### config.mk
export PLATFORM = sky130hd
export DESIGN_NAME = control_unit
export DESIGN_NICKNAME = d
export VERILOG_FILES = /design/src/rtl/control_unit.sv
export SDC_FILE = /design/constraint.sdc
export NUM_CORES = 1
export LEC_CHECK = 0
export ABC_AREA = 1
export BUFFER_PORTS_ARGS = -buffer_cell sky130_fd_sc_hd__buf_2
export CAP_MARGIN = 30
export CORE_MARGIN = 2
export CORE_UTILIZATION = 33
export CTS_CLUSTER_SIZE = 40
export DETAILED_ROUTE_END_ITERATION = 16
export GPL_TIMING_DRIVEN = 0
export PLACE_DENSITY_LB_ADDON = 0.2
export SLEW_MARGIN = 10
export SYNTH_ARGS = -nofsm -noshare
export SYNTH_HDL_FRONTEND = slang
export SYNTH_SLANG_ARGS = --single-unit
### constraint.sdc
create_clock -name clock -period 3.61 [get_ports clock]
set_clock_uncertainty 0.1 [all_clocks]
set_input_delay 0.722 -clock clock [delete_from_list [all_inputs] [get_ports clock]]
set_output_delay 0.722 -clock clock [all_outputs]
set_load 0.01 [all_outputs]
### src/rtl/control_unit.sv
// Multi-cycle fetch/decode/execute sequencer feeding the accumulator ALU.
// Define CU_SINGLE_STEP_EN to add the step input and the STEP_WAIT state.
module control_unit #(
  parameter int MEM_LATENCY = 1
) (
  input  logic        clock,
  input  logic        reset_n,
`ifdef CU_SINGLE_STEP_EN
  input  logic        step,
`endif
  input  logic [15:0] mem_rdata,
  input  logic        z_flag,
  output logic [11:0] mem_addr,
  output logic        mem_read,
  output logic        mem_write,
  output logic        ac_to_bus,
  output logic [3:0]  alu_control,
  output logic [15:0] instruction,
  output logic        halted
);

  localparam int CW = (MEM_LATENCY > 1) ? $clog2(MEM_LATENCY) : 1;
  localparam logic [CW-1:0] LAST = CW'(MEM_LATENCY - 1);

  typedef enum logic [2:0] {
    S_FETCH, S_DECODE, S_OPREAD, S_EXEC, S_STORE, S_HALT
`ifdef CU_SINGLE_STEP_EN
    , S_STEP_WAIT
`endif
  } state_t;

`ifdef CU_SINGLE_STEP_EN
  localparam state_t RST_STATE  = S_STEP_WAIT;
  localparam state_t DONE_STATE = S_STEP_WAIT;
`else
  localparam state_t RST_STATE  = S_FETCH;
  localparam state_t DONE_STATE = S_FETCH;
`endif

  state_t          state;
  logic [11:0]     pc;
  logic [15:0]     ir;
  logic [CW-1:0]   cnt;

  logic [3:0]  opcode;
  logic [11:0] operand;
  logic        mem_op;

  assign opcode  = ir[15:12];
  assign operand = ir[11:0];
  assign mem_op  = opcode inside {[4'h1:4'h5]};

  always_ff @(posedge clock or negedge reset_n) begin
    if (!reset_n) begin
      state <= RST_STATE;
      pc    <= '0;
      ir    <= '0;
      cnt   <= '0;
    end else begin
      case (state)
        S_FETCH: begin
          if (cnt == LAST) begin
            ir    <= mem_rdata;
            pc    <= pc + 12'd1;
            cnt   <= '0;
            state <= S_DECODE;
          end else begin
            cnt <= cnt + 1'b1;
          end
        end
        S_DECODE: begin
          if (mem_op)              state <= S_OPREAD;
          else if (opcode == 4'hA) state <= S_STORE;
          else if (opcode == 4'hF) state <= S_HALT;
          else                     state <= S_EXEC;
        end
        S_OPREAD: begin
          if (cnt == LAST) begin
            cnt   <= '0;
            state <= S_EXEC;
          end else begin
            cnt <= cnt + 1'b1;
          end
        end
        S_EXEC: begin
          // z_flag still reflects AC from the previous instruction here
          if (opcode == 4'hB || (opcode == 4'hC && z_flag)) pc <= operand;
          state <= DONE_STATE;
        end
        S_STORE: state <= DONE_STATE;
        S_HALT:  state <= S_HALT;
`ifdef CU_SINGLE_STEP_EN
        S_STEP_WAIT: if (step) state <= S_FETCH;
`endif
        default: state <= RST_STATE;
      endcase
    end
  end

  // Strobes are gated by reset_n so an abort drops them in the same cycle
  always_comb begin
    mem_addr    = '0;
    mem_read    = 1'b0;
    mem_write   = 1'b0;
    ac_to_bus   = 1'b0;
    alu_control = 4'h0;
    halted      = 1'b0;
    if (reset_n) begin
      case (state)
        S_FETCH: begin
          mem_addr = pc;
          mem_read = 1'b1;
        end
        S_OPREAD: begin
          mem_addr = operand;
          mem_read = 1'b1;
        end
        S_EXEC: begin
          alu_control = (opcode <= 4'h9) ? opcode : 4'h0;
          if (mem_op) begin
            mem_addr = operand;
            mem_read = 1'b1;
          end
        end
        S_STORE: begin
          mem_addr  = operand;
          mem_write = 1'b1;
          ac_to_bus = 1'b1;
        end
        S_HALT:  halted = 1'b1;
        default: ;
      endcase
    end
  end

  assign instruction = ir;

endmodule

== Yosys cells after proc, flatten, opt, wreduce, memory -nomap -nowiden ==
Index checks and enable logic that the tools add are counted.

* Reduce and logical (&&, ||, !) cells: 10
* Equal/unequal tests: 12
* Magnitude comparators: 3
* Multiplexer cells: 23
* Add/sub/neg operators: 2
* Bitwise logic cells: 1

{| class="wikitable"
|+ Operators by type and width
! cell !! count
|-
| 2-to-1 mux 12 bit || 4
|-
| case mux 12 bit (3 select lines) || 1
|-
| case mux 12 bit (2 select lines) || 1
|-
| equality test 4 bit, second input constant || 4
|-
| 2-to-1 mux 3 bit || 5
|-
| adder 12 x 1 -> 12 bit, second input constant || 1
|-
| 2-to-1 mux 4 bit || 3
|-
| case mux 3 bit (4 select lines) || 1
|-
| 2-to-1 mux 1 bit || 7
|-
| equality test 3 x 2 -> 1 bit, second input constant || 2
|-
| equality test 3 bit, second input constant || 2
|-
| inequality test 2 bit, second input constant || 3
|-
| >= comparator 4 x 1 -> 1 bit, second input constant || 1
|-
| less-or-equal comparator 4 x 3 -> 1 bit, second input constant || 1
|-
| less-or-equal comparator 4 bit, second input constant || 1
|-
| AND reduction 2 bit || 2
|-
| OR reduction 2 bit || 2
|-
| equality test 3 x 1 -> 1 bit, second input constant || 1
|-
| zero test 3 bit || 1
|-
| AND reduction 3 bit || 1
|-
| logical AND 1 bit || 2
|-
| case mux 1 bit (2 select lines) || 1
|-
| nonzero test 2 bit || 1
|-
| adder 1 bit, second input constant || 1
|-
| 2 further kinds || 2
|}

* Logic and storage cells: 55
* Bits in registers: 32
* Output and inout bits: 36

== Depth between registers and ports, before layout ==
* Word-level depth: 5
* Mapped depth: 10
* Mapped depth without buffers: 9

== Worst setup path after synthesis ==
OpenSTA, ideal clock, no wires.

* Path type: reg-to-output
* From: reg ir[15] (netlist: instruction[15])
* To: out mem_read
* Cell stages (with the launch flop): 7
* Arrival: 1.226 ns
* Required time: 2.788 ns
* Path buffers: 1
* Slack: 1.562 ns
* Cell sequence: dfrtp_1 -> inv_2 -> nand2_1 -> o21ai_2 -> buf_4 -> nand2_1 -> a21oi_1

* Word-level cells in the longest chain between the ends: 5
* Elaborated cells between the ends (all ways): 6
* Classes of those cells: order compare (2); mux (3); reduce/logical (1)

{| class="wikitable"
|+ Ends and longest elaborated chain
! element !! RTL line !! source
|-
| from (decl) || 42 || <nowiki>logic [15:0] ir;</nowiki>
|-
| from (signal assigned) || 63 || <nowiki>ir <= mem_rdata;</nowiki>
|-
| >= comparator 4 x 1 -> 1 bit / less-or-equal comparator 4 x 3 -> 1 bit (equally long branches) || 51 || <nowiki>assign mem_op = opcode inside {[4'h1:4'h5]};</nowiki>
|-
| logical AND 1 bit (*) || 51 ||
|-
| 2-to-1 mux 1 bit (*) || 120 || <nowiki>if (mem_op) begin</nowiki>
|-
| case mux 1 bit (2 select lines) (*) || 109 || <nowiki>case (state)</nowiki>
|-
| 2-to-1 mux 1 bit (*) || 108 || <nowiki>if (reset_n) begin</nowiki>
|-
| to (decl) || 14 || <nowiki>output logic mem_read,</nowiki>
|}

Mark *: on every way between the ends. The rest lies on a longest branch, timed or not.

== Final worst setup path ==
* From: in reset_n
* To: out alu_control[2]

* Word-level cells in the longest chain between the ends: 1

{| class="wikitable"
|+ Ends and longest elaborated chain
! element !! RTL line !! source
|-
| from (decl) || 7 || <nowiki>input logic reset_n,</nowiki>
|-
| 2-to-1 mux 4 bit || 108 ||
|-
| to (decl) || 17 || <nowiki>output logic [3:0] alu_control,</nowiki>
|}

No other way between the ends.

==> impl_metrics.json <==
{
  "outcome": "completed",
  "min_period_ns": 2.88,
  "seqCellArea_um2": 776,
  "dpl_cell_area_um2": 2470,
  "overflow": 0,
  "r2r_start": "pc[0]",
  "synth_compound_area_share_pct": 6.90,
  "final_cell_count_no_fill": 456,
  "syn2layout_area_growth_pct": 22.2,
  "rrSetupSlack_ns": 1.96,
  "max_freq_mhz": 347,
  "nets": 398,
  "route.detailed.drc": 0,
  "clock_tree.buffer_depth": 2,
  "io_buffers": 54,
  "syn-mean-instance-area_um2": 6.63,
  "hpwl_um": 4230,
  "syn-cell-area_um2": 2100,
  "slew_viol_final": 0,
  "utilization_pct": 41.2,
  "coreArea_um2": 6240,
  "synth_xor_area_share_pct": 0.417,
  "dp_cells": 448,
  "synth_top_family_by_area": "simple AND/OR/NAND/NOR gates",
  "rsz0062_at_grt": "no",
  "ys_ff_latch": 31,
  "muxShareOfSynthArea_pct": 0,
  "timing.rr.end": "pc[6]",
  "yosysTopAreaCell": "dfrtp_1",
  "start_util_pct": 33.7,
  "synth-simple-area-share_pct": 43.6,
  "grt_max_degree": 36,
  "worst_pin_slew_ns": 0.784,
  "leakagePower_nw": 1.47,
  "first_pass_iters": 4,
  "worstPathMaxFanout": 35,
  "synth-edff-count": 0,
  "worst_r2r_path_depth": 8,
  "synth_common_cells": "129 x nand2_1, 46 x nand3_1, 32 x inv_1",
  "power.density_nw_per_um2": 915,
  "synthFlopType": "dfrtp_1",
  "final_area_um2": 2570,
  "htreeDepth": 2,
  "async_flop_share_pct": 100,
  "ctsHoldBuffers": 0,
  "die_x_um": 83.8,
  "dieArea_um2": 7020,
  "antenna_found_initial": 0,
  "vias": 2176,
  "totalPowerFinal_mw": 2.35,
  "ant_nets": 0,
  "max-slew-margin-rel_pct": 47.8,
  "cts_tree": "yes",
  "multi_input_area_um2": 1080,
  "yosysTopAreaCellShare_pct": 36.9,
  "netlist_instances": 317,
  "drive_gt1_share_pct": 24.5,
  "place_congestion": 0.856,
  "die_y_um": 83.8,
  "grt_pass1_wl_um": 9720,
  "yosysSeqAreaShare_pct": 36.9,
  "post-route-period-util_pct": 79.8,
  "yosysUniqueCellTypes": 32,
  "antenna_cells": 0,
  "cp-end-kind": "output pin",
  "fill_cells": 665,
  "cts_resized": 0,
  "yosys_warnings": 0,
  "syn_nets": 337,
  "rows": 29,
  "cts_root_buffer": "clkbuf_8",
  "cts_setup_buffers": 0,
  "critPathRequiredTime_ns": 2.79,
  "synth-adder-area-share_pct": 0.595,
  "arrival_ns": 2.06,
  "finalSetupTns_ns": 0,
  "hp-class": "in -> async",
  "crit_type": "in -> out",
  "synth.most_common_cell": "nand2_1",
  "routed_via_density": 4.77,
  "track_usage_pct": 17.4,
  "worstSetupStartpointType": "input port",
  "drt_iter0_drc": 182,
  "cts.sinks": 31,
  "routed_wl_um": 5800,
  "finalHoldViolCount": 0,
  "cap_violations": 0,
  "finalSetupViolCount": 0,
  "insertion_delay_ns": 0.29,
  "ir_drop_v": 0.000363,
  "clkTransAtPathRegs_ns": 0.06,
  "wl_per_cell_um": 12.7,
  "cts_buffers": 5,
  "io_pins": 55,
  "grt_pass1_vias": 1991,
  "synth_area_leaders": "dfrtp_1 37%, nand2_1 23%, nand3_1 11%"
}
-- sequential cells by signal, indices dropped and copies added (netlist names) --
name and flops:
state 3, instruction 16, pc 12
-- logic make-up (layout without fill, tap and decap cells) --
group | after synthesis | after routing
buf+inv | 52 | 114
flops | 31 | 31
fa+ha+maj | 1 | 1
compound gates | 24 | 24
xor+xnor | 1 | 1
simple gates | 208 | 208
-- stage by stage --
step	hold WS [ns]	setup slack (ns)
2_1_floorplan	0.326	1.56
3_3_place_gp	0.426	0.649
3_5_place_dp	0.435	0.639
4_1_cts	0.452	0.639
5_1_grt	0.474	0.508
6_report	0.415	0.729
-- layer usage --
layer	track usage, %	part of all wire [%]
met5	0	0
met4	5.43	1.1
met3	3.66	7.4
met2	26.7	42
met1	24.6	49
-- cell usage in the layout (no fill, tap or decap), drive strengths merged --
cell	count
a21oi	3
ha	1
xnor2	1
nand4	4
o21bai	1
o21ai	16
dfrtp	31
nor2	13
buf	66
nand3b	3
nor4	1
nand3	47
clkbuf	10
nand2	136
o211ai	2
nor3	3
o31ai	1
o21a	1
inv	38
or2	1
-- worst max path at each step --
stage	start	endpoint	slack, ns	cells past startpoint
after floorplan	instruction[15]	mem_read	1.56	6
after detailed placement	reset_n	alu_control[2]	0.64	4
after CTS	reset_n	alu_control[2]	0.64	4
after global placement	reset_n	alu_control[2]	0.65	4
final	reset_n	alu_control[2]	0.73	4
after global routing	reset_n	alu_control[2]	0.51	4
-- worst max-delay path, cell delays in order --
cell and delay, ns:
buf_2 0.60, inv_1 0.29, nor4_1 0.27, buf_2 0.17
-- area by class of cell --
type / count / share of cell area [%]
clock buffer: 8 / 3.90
timing repair buffer: 54 / 10.5
inverter: 38 / 5.65
multi-input combinational: 234 / 42.2
buffer: 14 / 3.80
tap: 77 / 3.75
sequential: 31 / 30.2
-- where the power goes --
part / switching, mW / internal, mW / total (mW)
clock network: 0.137 / 0.174 / 0.311
logic: 0.831 / 0.491 / 1.32
registers: 0.206 / 0.513 / 0.718
total: 1.17 / 1.18 / 2.35
No activity file was read; power rests on OpenSTA's default activity.
